## config.mk

```make
export PLATFORM = sky130hd
export DESIGN_NAME = uart_cmd_counter_flat
export DESIGN_NICKNAME = d
export VERILOG_FILES = /design/src/rtl/uart_cmd_counter_if.sv /design/src/rtl/uart_cmd_counter.sv /design/src/flat_wrapper.sv
export SDC_FILE = /design/constraint.sdc
export NUM_CORES = 1
export LEC_CHECK = 0
export BUFFER_PORTS_ARGS = -buffer_cell sky130_fd_sc_hd__buf_2
export CAP_MARGIN = 40
export CORE_MARGIN = 5
export CORE_UTILIZATION = 30
export DETAILED_ROUTE_END_ITERATION = 7
export GPL_TIMING_DRIVEN = 0
export PLACE_DENSITY = 0.49
export SLEW_MARGIN = 20
export SYNTH_ARGS = -nofsm -noshare
export SYNTH_HDL_FRONTEND = slang
export SYNTH_SLANG_ARGS = --single-unit
```

## constraint.sdc

```tcl
create_clock -name clk -period 2.1 [get_ports clk]
set_clock_uncertainty 0.1 [all_clocks]
set_input_delay 0.21 -clock clk [delete_from_list [all_inputs] [get_ports clk]]
set_output_delay 0.21 -clock clk [all_outputs]
set_load 0.005 [all_outputs]
```

## src/rtl/uart_cmd_counter_if.sv

```systemverilog
// Byte-stream handshake between uart_cmd_counter and the UART RX/TX FIFO pair.
// master = FIFO side (drives rx bytes and tx_ready), slave = counter core.
interface uart_cmd_counter_if;
  logic [7:0] rx_data;
  logic       rx_valid;
  logic [7:0] tx_data;
  logic       tx_valid;
  logic       tx_ready;

  modport master (output rx_data, rx_valid, tx_ready, input tx_data, tx_valid);
  modport slave  (input rx_data, rx_valid, tx_ready, output tx_data, tx_valid);
endinterface

```

## src/rtl/uart_cmd_counter.sv

```systemverilog
// N-digit BCD up/down counter driven by buttons or UART command bytes, with an ASCII
// status report streamed to the TX FIFO. Define CMD_ECHO_EN to echo accepted R/C/M bytes.
module uart_cmd_counter #(
  parameter int DIGITS   = 4,
  parameter int TICK_DIV = 10_000_000
) (
  input  logic                clk,
  input  logic                rst,
  input  logic                btn_run,
  input  logic                btn_clear,
  input  logic                btn_mode,
  uart_cmd_counter_if.slave   bus,
  output logic [4*DIGITS-1:0] counter,
  output logic                running,
  output logic                mode_down,
  output logic                report_busy
);
  localparam int PW = (TICK_DIV > 1) ? $clog2(TICK_DIV) : 1;
  localparam int IW = (DIGITS > 1) ? $clog2(DIGITS) : 1;
  localparam logic [PW-1:0] PRESC_LAST = PW'(TICK_DIV - 1);
  localparam logic [IW-1:0] IDX_MSB    = IW'(DIGITS - 1);

  typedef enum logic {S_STOP, S_RUN} run_state_t;
`ifdef CMD_ECHO_EN
  typedef enum logic [2:0] {R_IDLE, R_DIG, R_CR, R_LF, R_ECHO} rpt_state_t;
`else
  typedef enum logic [1:0] {R_IDLE, R_DIG, R_CR, R_LF} rpt_state_t;
`endif

  logic rx_run, rx_clr, rx_mode, rx_stat;
  logic cmd_run, cmd_clr, cmd_mode;

  assign rx_run  = bus.rx_valid && (bus.rx_data == "R" || bus.rx_data == "r");
  assign rx_clr  = bus.rx_valid && (bus.rx_data == "C" || bus.rx_data == "c");
  assign rx_mode = bus.rx_valid && (bus.rx_data == "M" || bus.rx_data == "m");
  assign rx_stat = bus.rx_valid && (bus.rx_data == "S" || bus.rx_data == "s");

  // Button and UART sources merge, so a coincident pair acts only once.
  assign cmd_run  = btn_run   | rx_run;
  assign cmd_clr  = btn_clear | rx_clr;
  assign cmd_mode = btn_mode  | rx_mode;

  // ---------------- run/stop FSM ----------------
  run_state_t run_state, run_next;

  // NOTE: sequential state uses <= so every flop samples pre-edge values.
  always_ff @(posedge clk or posedge rst) begin
    if (rst) run_state <= S_STOP;
    else     run_state <= run_next;
  end

  // NOTE: run_next gets its default first, so no path can infer a latch.
  always_comb begin
    run_next = run_state;
    if (cmd_run) run_next = (run_state == S_RUN) ? S_STOP : S_RUN;
  end

  assign running = (run_state == S_RUN);

  // ---------------- prescaler and BCD datapath ----------------
  logic [PW-1:0]       presc;
  logic                tick;
  logic [4*DIGITS-1:0] stepped;

  assign tick = running && (presc == PRESC_LAST);

  always_ff @(posedge clk or posedge rst) begin
    if (rst)                               presc <= '0;
    else if (cmd_clr || (running && cmd_run)) presc <= '0;
    else if (running)                      presc <= tick ? '0 : presc + PW'(1);
  end

  // Ripple the +1/-1 through the digits; a digit only moves while carry/borrow is live.
  always_comb begin : bcd_step
    logic       carry;
    logic [3:0] dig;
    stepped = counter;
    carry   = 1'b1;
    dig     = 4'd0;
    for (int i = 0; i < DIGITS; i++) begin
      dig = counter[4*i +: 4];
      if (carry) begin
        if (mode_down) begin
          stepped[4*i +: 4] = (dig == 4'd0) ? 4'd9 : dig - 4'd1;
          carry             = (dig == 4'd0);
        end else begin
          stepped[4*i +: 4] = (dig == 4'd9) ? 4'd0 : dig + 4'd1;
          carry             = (dig == 4'd9);
        end
      end
    end
  end

  // Clear beats a coincident tick; a mode toggle lands after the step it coincides with.
  always_ff @(posedge clk or posedge rst) begin
    if (rst) begin
      counter   <= '0;
      mode_down <= 1'b0;
    end else begin
      if (cmd_clr)   counter <= '0;
      else if (tick) counter <= stepped;
      if (cmd_mode)  mode_down <= ~mode_down;
    end
  end

  // ---------------- report / echo FSM ----------------
  rpt_state_t    rpt_state, rpt_next;
  logic [3:0]    snap [DIGITS];
  logic [IW-1:0] dig_idx;
  logic [7:0]    tx_data_c;
  logic          rpt_start;

  assign rpt_start = (rpt_state == R_IDLE) && rx_stat;

`ifdef CMD_ECHO_EN
  logic       rx_echo;
  logic [7:0] echo_byte;

  assign rx_echo = (rpt_state == R_IDLE) && (rx_run || rx_clr || rx_mode);

  always_ff @(posedge clk) begin
    if (rx_echo) echo_byte <= bus.rx_data;
  end
`endif

  always_ff @(posedge clk or posedge rst) begin
    if (rst) rpt_state <= R_IDLE;
    else     rpt_state <= rpt_next;
  end

  // NOTE: the snapshot has no reset: it is always loaded before R_DIG can read it.
  always_ff @(posedge clk) begin
    if (rpt_start)
      for (int i = 0; i < DIGITS; i++) snap[i] <= counter[4*i +: 4];
  end

  always_ff @(posedge clk or posedge rst) begin
    if (rst)                                                       dig_idx <= '0;
    else if (rpt_start)                                            dig_idx <= IDX_MSB;
    else if (rpt_state == R_DIG && bus.tx_ready && dig_idx != '0)  dig_idx <= dig_idx - IW'(1);
  end

  always_comb begin
    rpt_next  = rpt_state;
    tx_data_c = 8'h00;
    case (rpt_state)
      R_IDLE: begin
        if (rx_stat) rpt_next = R_DIG;
`ifdef CMD_ECHO_EN
        else if (rx_echo) rpt_next = R_ECHO;
`endif
      end
      R_DIG: begin
        tx_data_c = 8'h30 + {4'h0, snap[dig_idx]};
        if (bus.tx_ready && dig_idx == '0) rpt_next = R_CR;
      end
      R_CR: begin
        tx_data_c = 8'h0D;
        if (bus.tx_ready) rpt_next = R_LF;
      end
      R_LF: begin
        tx_data_c = 8'h0A;
        if (bus.tx_ready) rpt_next = R_IDLE;
      end
`ifdef CMD_ECHO_EN
      R_ECHO: begin
        tx_data_c = echo_byte;
        if (bus.tx_ready) rpt_next = R_IDLE;
      end
`endif
      default: rpt_next = R_IDLE;
    endcase
  end

  // Outputs decode straight from the state, so reset drops tx_valid asynchronously.
  assign report_busy  = (rpt_state != R_IDLE);
  assign bus.tx_valid = report_busy;
  assign bus.tx_data  = tx_data_c;

endmodule

```

## src/flat_wrapper.sv

```systemverilog
// flat-port wrapper written by rule: the top's interface ports become plain ports
module uart_cmd_counter_flat 
#(
  parameter int DIGITS   = 4,
  parameter int TICK_DIV = 10_000_000
)
  (clk, rst, btn_run, btn_clear, btn_mode, counter, running, mode_down, report_busy, bus_rx_data, bus_rx_valid, bus_tx_ready, bus_tx_data, bus_tx_valid);
  uart_cmd_counter_if bus_i ();
  input  logic clk;
  input  logic rst;
  input  logic btn_run;
  input  logic btn_clear;
  input  logic btn_mode;
  output logic [4*DIGITS-1:0] counter;
  output logic running;
  output logic mode_down;
  output logic report_busy;
  input wire logic [$bits(bus_i.rx_data)-1:0] bus_rx_data;
  input wire logic [$bits(bus_i.rx_valid)-1:0] bus_rx_valid;
  input wire logic [$bits(bus_i.tx_ready)-1:0] bus_tx_ready;
  output wire logic [$bits(bus_i.tx_data)-1:0] bus_tx_data;
  output wire logic [$bits(bus_i.tx_valid)-1:0] bus_tx_valid;
  assign bus_i.rx_data = bus_rx_data;
  assign bus_i.rx_valid = bus_rx_valid;
  assign bus_i.tx_ready = bus_tx_ready;
  assign bus_tx_data = bus_i.tx_data;
  assign bus_tx_valid = bus_i.tx_valid;
  uart_cmd_counter #(.DIGITS(DIGITS), .TICK_DIV(TICK_DIV)) u_core (.clk(clk), .rst(rst), .btn_run(btn_run), .btn_clear(btn_clear), .btn_mode(btn_mode), .bus(bus_i), .counter(counter), .running(running), .mode_down(mode_down), .report_busy(report_busy));
endmodule
```

==> results.yml <==
yosys:
  synth-edff-count: 16
  synth_async_sr_flop_share_pct: 74.19
  synth_seq_area_share_pct: 43.24
  syn_area_um2: 3774
  syn_area_per_cell_um2: 10.01
  synth.ff_latch_count: 62
  postSynthCellCount: 377
  yosysUniqueCellTypes: 66
  yosys_warnings: 0
  synth-main-ff-cell: "dfrtp_1"
timing:
  final-hold-violation-count: 0
  setup_ws_ps: 80.32
  worst_pin_slew_ps: 552.9
  period_needed_ps: 2020
  max_freq_ghz: 0.4951
  final-setup-viol-count: 0
  final.period_utilization_pct: 96.18
  slew_viol_final: 0
  whs_ps: 64.44
  maxSlewHeadroom_pct: 63.00
detailed_routing:
  ant_nets: 0
  dr.pass1.iters: 4
  post-route-drc-count: 0
  drt-vias-per-instance: 4.898
  wl_per_cell_um: 15.26
  wirelength_mm: 9.386
  drtIter0Drc: 117
  vias: 3012
final_layout:
  area.growth.synth_to_final_pct: 26.19
  drive_gt1_share_pct: 29.35
  diodes: 0
  final_common_cell: "nor2_1"
  nets: 460
  layout.cells.non_filler: 615
  fillers: 1262
  mostFrequentLayoutCells: "nor2_1, buf_2, dfrtp_1"
place:
  port_buffers: 39
  dp.cells: 590
  gp_congestion: 0.7975
  place_ws_ps: -293.0
  place_hpwl_mm: 6.740
floorplanning:
  design.core.area_um2: 12470
  start_util_pct: 30.27
  num_rows: 41
  die_w_um: 122.2
  io_pins: 43
  die_area_um2: 14920
  die_y_um: 122.2
setup_path:
  path_class: "flop to flop"
  crit_path_end_kind: "flop"
  r2r_setup_slack_ps: 80
  cp_data_arrival_time_ps: 2170
  path_depth: 6
  worst_path_max_delay_cell: "dfrtp_1"
  cp-start-kind: "flop"
  critical_path_buf_inv_count: 1
  r2r.worst_path.cells: 6
  crit_start: "u_core.presc[13]$_DFFE_PP0P_"
  crit_required_ps: 2250
  reg2reg_from: "u_core.presc[13]$_DFFE_PP0P_"
  endpoint: "u_core.counter[3]$_DFFE_PP0P_"
  worst_path_largest_cell_delay_ps: 460
  crit_chain: "nor4_2, and4b_1, nand4_1, buf_6, or3_1, a31oi_1"
  crit_family: "simple AND/OR/NAND/NOR gates"
  reg2reg_to: "u_core.counter[3]$_DFFE_PP0P_"
  path_max_fanout: 7
outcome:
  status: "completed"
clocking:
  clkSinkCount: 62
  h-tree-depth: 3
  cts_tree: "yes"
  clk_pin_slew_ps: 60
  clock_latency_ps: 330
  cts_buffers: 9
  cts.path.max_buffers: 2
  cts_root_buf: "clkbuf_16"
power_and_ir_drop:
  ir_drop_uv: 492.6
  leakage_nw: 1.912
  power_density_nw_per_um2: 957.7
global_route:
  grt_pass1_vias: 2851
  grt_overflow: 0
  grt_antenna_before_repair: 0
  grt.total_usage_pct: 13.12
  grt_first_pass_wirelength_mm: 15.31
  grt_max_degree: 25
run:
  drv_cap: 0
min_path:
  holdCritPathClass: "input pin to flop"
sequential cells by signal, indices dropped and copies added (netlist names):
signal            count
u_core.counter       16
u_core.dig_idx        2
u_core.mode_down      1
u_core.presc         24
u_core.rpt_state      2
u_core.running        1
u_core.snap          16
layer usage:
| layer | up-vias | track usage, % | share of wire [%] |
|---|---|---|---|
| met5 | - | 0 | 0 |
| met4 | 0 | 5.598 | 2.6 |
| met3 | 19 | 2.368 | 3.8 |
| met2 | 59 | 19.89 | 45 |
| met1 | 1456 | 18.38 | 48 |
| li1 | 1478 | - | - |
worst register-to-register path, stage by stage, from the launching register on:
cell	delay, ps
dfrtp_1	460
nor4_2	280
and4b_1	220
nand4_1	180
buf_6	200
or3_1	330
a31oi_1	160
Yosys cell counts, drive strengths merged, types with 3 or more instances:
cell type | instances | area [um2]
edfxtp | 16 | 480.5
a31oi | 6 | 37.54
xnor2 | 20 | 175.2
inv | 10 | 37.54
a21oi | 13 | 65.06
nor4 | 13 | 157.7
and4 | 3 | 26.28
nor2b | 6 | 37.54
nand3b | 6 | 45.04
nand2 | 24 | 92.59
a211oi | 4 | 30.03
nor4b | 5 | 65.06
nand4 | 8 | 56.30
o21ai | 12 | 60.06
dfrtp | 46 | 1151
nor2 | 49 | 191.4
mux4 | 4 | 90.09
nor4bb | 3 | 30.03
xor2 | 13 | 113.9
nand2b | 7 | 43.79
or2 | 3 | 18.77
mux2i | 3 | 30.03
and2 | 5 | 31.28
nor3b | 3 | 22.52
clkbuf | 12 | 45.04
and3 | 4 | 25.02
o22ai | 7 | 43.79
buf | 12 | 73.82
ha | 7 | 87.58
nand3 | 13 | 65.06
o21a | 3 | 22.52
nor3 | 8 | 50.05
area by class of cell:
class,instances,area (um2),area share (%)
Buffer,21,115.1,2.417
Clock buffer,10,239.0,5.018
Clock inverter,6,132.6,2.785
Inverter,10,41.29,0.8671
Multi-Input combinational cell,282,2063,43.33
Sequential cell,62,1640,34.45
Tap cell,172,215.2,4.519
Timing Repair Buffer,52,315.3,6.621
per-stage QoR:
stage	setup TNS (ps)	power [W]	utilization (%)	instance area (um2)
final	0	0.004561	38.20	4762
after global routing	-11.21	0.004814	38.20	4762
after CTS	0	0.004573	37.30	4649
after detailed placement	-9569	0.002698	33.75	4208
after global placement	-13440	0.002655	33.59	4188
after floorplan	0	0.002306	-	3777
worst min-delay path by stage:
stage | cells after the start | slack [ps] | startpoint | endpoint
6_report | 3 | 60 | btn_run | u_core.running$_DFFE_PP0P_
5_1_grt | 3 | 80 | btn_run | u_core.running$_DFFE_PP0P_
4_1_cts | 3 | 60 | btn_run | u_core.running$_DFFE_PP0P_
3_5_place_dp | 2 | 210 | rst | u_core.running$_DFFE_PP0P_
3_3_place_gp | 0 | 360 | u_core.counter[8]$_DFFE_PP0P_ | u_core.snap[2][0]$_DFFE_PP_
2_1_floorplan | 2 | 280 | bus_rx_data[4] | u_core.dig_idx[0]$_DFFE_PP0P_
logic make-up (layout without fill, tap and decap cells):
family | after synthesis | in the layout | synth area share, %
DFF | 62 | 62 | 43.24
AOI/OAI and AO/OA | 61 | 61 | 11.01
buffers and inverters | 34 | 99 | 4.145
and+or+nand+nor | 171 | 171 | 28.05
other | 1 | 2 | 0.09937
xor gates and xnor gates | 33 | 33 | 7.659
adders and majority gates | 7 | 7 | 2.321
muxes | 8 | 8 | 3.482
where the power goes:
group | switching, W | internal (W) | total (W)
Clock | 0.000534 | 0.00131 | 0.00184
Combinational | 0.000685 | 0.000578 | 0.00126
Sequential | 0.000140 | 0.00131 | 0.00145
Total | 0.00136 | 0.00320 | 0.00456
repair_timing:
item / 4_1_cts / 5_1_grt
gates cloned: 0 / 0
hold buffers: 1 / 0
hold endpoints to repair: 23 / 0
gates resized for setup: 5 / 28
endpoints found under the setup margin: 39 / 54
pin swaps: 5 / 6
setup buffers: 6 / 5
Power figures use the tool's default switching activity.
